File: src/rtl/adder_serial_n_bit.sv
// adder_serial_n_bit: N-bit adder that sums CHUNK bits per clock, rippling the carry through a register.
// Optional feature macro ADDER_SERIAL_OVF_EN adds a registered signed-overflow output ovf.

module adder_serial_n_bit_chk (
  input logic clk,
  input logic rst,
  input logic in_valid,
  input logic out_ready,
  input logic in_ready,
  input logic out_valid
);
  // Handshake inputs must never be unknown outside reset.
  a_in_valid_known: assert property (@(posedge clk) disable iff (rst) !$isunknown(in_valid))
    else $error("in_valid is X/Z");
  a_out_ready_known: assert property (@(posedge clk) disable iff (rst) !$isunknown(out_ready))
    else $error("out_ready is X/Z");
  // A pending result and a new acceptance never coexist.
  a_no_overlap: assert property (@(posedge clk) disable iff (rst) !(in_ready && out_valid))
    else $error("in_ready and out_valid high together");
endmodule

module adder_serial_n_bit #(
  parameter int N     = 8,
  parameter int CHUNK = 2
) (
  input  logic         clk,
  input  logic         rst,
  input  logic         in_valid,
  output logic         in_ready,
  input  logic [N-1:0] a,
  input  logic [N-1:0] b,
  input  logic         cin,
  output logic         out_valid,
  input  logic         out_ready,
  output logic [N-1:0] sum,
  output logic         cout,
  output logic         busy
`ifdef ADDER_SERIAL_OVF_EN
  ,
  output logic         ovf
`endif
);

  localparam int NCHUNK = N / CHUNK;
  localparam int IDXW   = (NCHUNK > 1) ? $clog2(NCHUNK) : 1;
  localparam logic [IDXW-1:0] IDX_LAST = IDXW'(NCHUNK - 1);

  if (N < 1 || CHUNK < 1 || CHUNK > N || (N % CHUNK) != 0) begin : g_bad_param
    $error("adder_serial_n_bit: illegal N=%0d / CHUNK=%0d", N, CHUNK);
  end

  typedef enum logic [1:0] {
    ST_IDLE = 2'd0,
    ST_RUN  = 2'd1,
    ST_DONE = 2'd2
  } state_e;

  function automatic logic signed_ovf(input logic a_msb, input logic b_msb, input logic s_msb);
    return (a_msb == b_msb) && (s_msb != a_msb);
  endfunction

  state_e          state_q;
  logic [N-1:0]    a_q;
  logic [N-1:0]    b_q;
  logic            carry_q;
  logic [IDXW-1:0] idx_q;
  logic [N-1:0]    sum_q;
  logic            cout_q;
  logic            out_valid_q;
  logic            in_ready_q;
  logic            busy_q;
`ifdef ADDER_SERIAL_OVF_EN
  logic            ovf_q;
`endif

  logic [CHUNK-1:0] a_chunk_d;
  logic [CHUNK-1:0] b_chunk_d;
  logic [CHUNK:0]   step_d;
  logic [N-1:0]     sum_next_d;

  // Select the active chunk, add it with the rippled carry and merge it into the partial sum.
  always_comb begin
    a_chunk_d  = '0;
    b_chunk_d  = '0;
    sum_next_d = sum_q;
    for (int k = 0; k < NCHUNK; k++) begin
      a_chunk_d = a_chunk_d | ((idx_q == IDXW'(k)) ? a_q[k*CHUNK +: CHUNK] : {CHUNK{1'b0}});
      b_chunk_d = b_chunk_d | ((idx_q == IDXW'(k)) ? b_q[k*CHUNK +: CHUNK] : {CHUNK{1'b0}});
    end
    step_d = {1'b0, a_chunk_d} + {1'b0, b_chunk_d} + {{CHUNK{1'b0}}, carry_q};
    for (int k = 0; k < NCHUNK; k++) begin
      sum_next_d[k*CHUNK +: CHUNK] = (idx_q == IDXW'(k)) ? step_d[CHUNK-1:0]
                                                         : sum_q[k*CHUNK +: CHUNK];
    end
  end

  // Control FSM with registered handshake, status and result outputs.
  always_ff @(posedge clk) begin
    if (rst) begin
      state_q     <= ST_IDLE;
      a_q         <= '0;
      b_q         <= '0;
      carry_q     <= 1'b0;
      idx_q       <= '0;
      sum_q       <= '0;
      cout_q      <= 1'b0;
      out_valid_q <= 1'b0;
      in_ready_q  <= 1'b1;
      busy_q      <= 1'b0;
`ifdef ADDER_SERIAL_OVF_EN
      ovf_q       <= 1'b0;
`endif
    end else begin
      case (state_q)
        ST_IDLE: begin
          if (in_valid) begin
            a_q        <= a;
            b_q        <= b;
            carry_q    <= cin;
            idx_q      <= '0;
            in_ready_q <= 1'b0;
            busy_q     <= 1'b1;
            state_q    <= ST_RUN;
          end else begin
            in_ready_q <= 1'b1;
          end
        end
        ST_RUN: begin
          sum_q   <= sum_next_d;
          carry_q <= step_d[CHUNK];
          if (idx_q == IDX_LAST) begin
            // idx stays parked on the last chunk rather than wrapping.
            cout_q      <= step_d[CHUNK];
            out_valid_q <= 1'b1;
            state_q     <= ST_DONE;
`ifdef ADDER_SERIAL_OVF_EN
            ovf_q       <= signed_ovf(a_q[N-1], b_q[N-1], sum_next_d[N-1]);
`endif
          end else begin
            idx_q <= idx_q + IDXW'(1);
          end
        end
        ST_DONE: begin
          if (out_ready) begin
            out_valid_q <= 1'b0;
            in_ready_q  <= 1'b1;
            busy_q      <= 1'b0;
            state_q     <= ST_IDLE;
          end else begin
            out_valid_q <= 1'b1;
          end
        end
        default: begin
          state_q     <= ST_IDLE;
          out_valid_q <= 1'b0;
          in_ready_q  <= 1'b1;
          busy_q      <= 1'b0;
        end
      endcase
    end
  end

  assign in_ready  = in_ready_q;
  assign out_valid = out_valid_q;
  assign sum       = sum_q;
  assign cout      = cout_q;
  assign busy      = busy_q;
`ifdef ADDER_SERIAL_OVF_EN
  assign ovf       = ovf_q;
`endif

  adder_serial_n_bit_chk u_chk (
    .clk       (clk),
    .rst       (rst),
    .in_valid  (in_valid),
    .out_ready (out_ready),
    .in_ready  (in_ready_q),
    .out_valid (out_valid_q)
  );

endmodule

File: config.mk
export PLATFORM = sky130hd
export DESIGN_NAME = adder_serial_n_bit
export DESIGN_NICKNAME = d
export VERILOG_FILES = /design/src/rtl/adder_serial_n_bit.sv
export SDC_FILE = /design/constraint.sdc
export NUM_CORES = 1
export LEC_CHECK = 0
export BUFFER_PORTS_ARGS = -buffer_cell sky130_fd_sc_hd__buf_2
export CAP_MARGIN = 15
export CELL_PAD_IN_SITES_DETAIL_PLACEMENT = 0
export CELL_PAD_IN_SITES_GLOBAL_PLACEMENT = 1
export CORE_UTILIZATION = 42
export CTS_CLUSTER_DIAMETER = 60
export DETAILED_ROUTE_END_ITERATION = 6
export HOLD_SLACK_MARGIN = 0.02
export PLACE_DENSITY = 0.84
export SLEW_MARGIN = 20
export SYNTH_ARGS = -nofsm -noshare
export SYNTH_HDL_FRONTEND = slang
export SYNTH_HIERARCHICAL = 1
export SYNTH_SLANG_ARGS = --single-unit
File: constraint.sdc
create_clock -name clk -period 4.7 [get_ports clk]
set_input_delay 0.94 -clock clk [delete_from_list [all_inputs] [get_ports clk]]
set_output_delay 0.94 -clock clk [all_outputs]
set_load 0.01 [all_outputs]
==> flow_metrics.py <==
metrics = {
    "outcome": {
        "outcome": "finished, final reports clean",
    },
    "critical_path": {
        "crit_chain": "inv_1 -> ha_1 -> a22oi_1 -> nand2_1 -> fa_1 -> fa_1 -> mux2_2 -> o221ai_1 -> a21oi_1",
        "critical_path.max_stage_delay_ps": 470,
        "cp_num_buf_inv": 1,
        "slowest_stage": "fa_1",
        "reg2reg_from": "idx_q[0]",
        "crit_path_end_kind": "register",
        "regToRegEndpoint": "carry_q",
        "worstPathRequired_ps": 4940,
        "reg2reg_slack_ps": 2040,
        "critical-path-top-delay-family": "adder cells",
        "criticalPathCategory": "reg -> reg",
        "worstSetupStartpoint": "idx_q[0]",
        "reg2regPathDepth": 9,
        "crit_arrival_ps": 2890,
        "crit_fanout": 7,
        "cp_common_cell": "fa_1",
        "cp-start-kind": "register",
    },
    "routing": {
        "num_vias": 1339,
        "final_antenna_net_count": 0,
        "first_pass_iters": 5,
        "drcViolationCount": 0,
        "first_iter_violations": 18,
        "vias_per_cell": 5.09,
        "wl_mm": 3.23,
        "wl_per_cell_um": 12.3,
    },
    "yosys": {
        "synth-edff-count": 0,
        "ys_types": 32,
        "synth_top_flop_cell": "dfxtp_1",
        "netlist_area_um2": 1540,
        "yosysMostFrequentCell": "nand2_1",
        "synth_fp_nets": 218,
        "synth.area.top_cells": "dfxtp_1 43%, nand2_1 13%, a21oi_1 9.1%, ha_1 5.7%, a22oi_1 3.9%",
        "synth_common_cells": "55 x nand2_1, 33 x dfxtp_1, 28 x a21oi_1",
        "synthCells": 188,
        "yosysTopAreaCell": "dfxtp_1",
        "synth_area_per_cell_um2": 8.21,
        "synth_top_area_share_pct": 42.8,
        "synth-seq-cells": 33,
        "yosysSeqAreaShare_pct": 42.8,
        "postSynth.asyncResetShare_pct": 0,
        "ys_warn_count": 6,
    },
    "layout": {
        "area_growth_pct": 16.4,
        "final_layout_size_suffix_gt1_share_pct": 19.8,
        "diodes": 0,
        "fillers": 353,
        "nNetsFinal": 246,
        "post-route-util_pct": 52.6,
    },
    "min_path": {
        "min_from": "sum[6]",
        "hold_path_end": "sum[6]",
        "hp-class": "reg -> reg",
        "hold_path_depth": 2,
    },
    "grt": {
        "overflow": 0,
        "first_global_vias": 1321,
        "antenna_found_initial": 0,
        "grt_pass1_wl_mm": 5.80,
        "grt.total_usage_pct": 19.0,
        "grt_start_max_net_pins": 32,
    },
    "clock_network": {
        "cts_made_buffers": 5,
        "postCtsSetupBuffers": 0,
        "clock-sinks": 33,
        "cts_tree": "done",
        "clk_latency_ps": 340,
        "clk_pin_slew_ps": 110,
        "cts_max_path_buffers": 2,
        "cts_resized": 0,
        "holdBufCountCts": 0,
        "root_buffer": "clkbuf_4",
        "cts_max_level": 2,
    },
    "sta": {
        "period_needed_ps": 2660,
        "hold_slack_ps": 456,
        "setup_viol": 0,
        "finalHoldViolCount": 0,
        "fmax_mhz": 377,
        "drv_slew": 0,
        "tns_ps": 0,
        "rsz0062_at_grt": "no",
        "final.period_utilization_pct": 56.5,
        "worstMarginPinSlew_ps": 810,
        "fin_skew_ps": 11.1,
        "relSlewSlack_pct": 46.0,
    },
    "floorplan": {
        "fp.dieW_um": 62.6,
        "die-area_um2": 3920,
        "start_util_pct": 45.2,
        "core_um2": 3420,
        "rows": 21,
        "ioPinCount": 33,
        "die_height_um": 62.6,
    },
    "pwr": {
        "p_leak_nw": 0.754,
        "total_power_mw": 0.659,
        "ir_worst_vdd_v": 0.000199,
        "p_per_area_nw_per_um2": 367,
    },
    "place": {
        "detailed_place_hpwl_mm": 2.36,
        "gp_congestion": 0.862,
        "numPortBuffers": 32,
    },
    "flow_run": {
        "max_cap_viol_count": 0,
    },
}
area by class of cell:
cell class / instances / area [um^2] / share of cell area [%]
clock buffer: 5 / 37.5 / 2.09
clock inverter: 3 / 65.1 / 3.62
inverter: 8 / 30.0 / 1.67
multi-input combinational: 136 / 785 / 43.7
sequential: 33 / 661 / 36.8
tap: 46 / 57.6 / 3.21
timing repair buffer: 32 / 160 / 8.92
kinds of logic after synthesis:
| family | count (synthesis) | share of synthesized area (%) |
|---|---|---|
| flip-flops | 33 | 42.8 |
| adder cells (fa/ha/maj) | 9 | 8.27 |
| multiplexers | 1 | 0.730 |
| buffers and inverters | 19 | 6.33 |
| AND/OR/NAND/NOR | 74 | 21.1 |
| AO/OA/AOI/OAI | 52 | 20.8 |
registers in the layout (all words and copies together), names as in the netlist:
| name | count |
|---|---|
| a_q | 8 |
| b_q | 8 |
| busy | 1 |
| carry_q | 1 |
| cout | 1 |
| idx_q | 2 |
| in_ready | 1 |
| out_valid | 1 |
| state_q | 2 |
| sum | 8 |
metrics by stage:
| stage | instances | setup slack, ps | area [um^2] |
|---|---|---|---|
| after floorplan | 188 | 2270 | 1540 |
| after global placement | 255 | 2170 | 1690 |
| after detailed placement | 255 | 2050 | 1690 |
| after CTS | 263 | 2020 | 1800 |
| after global routing | 263 | 1850 | 1800 |
| final | 263 | 2040 | 1800 |
worst register-to-register path, delay by kind of cell (launching register included):
kind / cells / cell delay (ps)
AO/OA/AOI/OAI: 3 / 450
adder cells (fa/ha/maj): 3 / 1190
buffers and inverters: 1 / 100
flip-flops: 1 / 440
multiplexers: 1 / 280
AND/OR/NAND/NOR: 1 / 110
cells in the final DEF, fill, tap and decap left out, types with 2 or more instances in the layout:
cell type  synthesis  routed
buf_2              3      32
nand2_1           55      55
bufinv_16          0       2
clkbuf_4           0       5
a311oi_1           2       2
dfxtp_1           33      33
fa_1               2       2
o311ai_1           2       2
and2_1             2       2
nor2b_1            2       2
o21ai_0            3       3
nand2b_1           3       3
nand3_1            6       6
a22oi_1            8       8
ha_1               7       7
a21oi_1           28      28
inv_1              8       8
a31oi_1            3       3
power breakdown:
| part | internal (mW) | total, mW | switching, mW |
|---|---|---|---|
| Combinational | 0.0347 | 0.0868 | 0.0521 |
| Sequential | 0.295 | 0.305 | 0.00993 |
| Clock | 0.165 | 0.267 | 0.103 |
worst max path at each step:
stage,end,slack (ps),cells after the start
3_3_place_gp,carry_q,2170,9
2_1_floorplan,carry_q,2270,9
5_1_grt,carry_q,1850,9
6_report,carry_q,2040,9
3_5_place_dp,carry_q,2050,9
4_1_cts,carry_q,2020,9
metal layers:
metal,track usage (%),part of all wire [%]
met5,0,0
met3,4.01,4.8
met4,10.5,2.0
met1,23.0,46
met2,31.3,47
No activity file was read; power rests on OpenSTA's default activity.
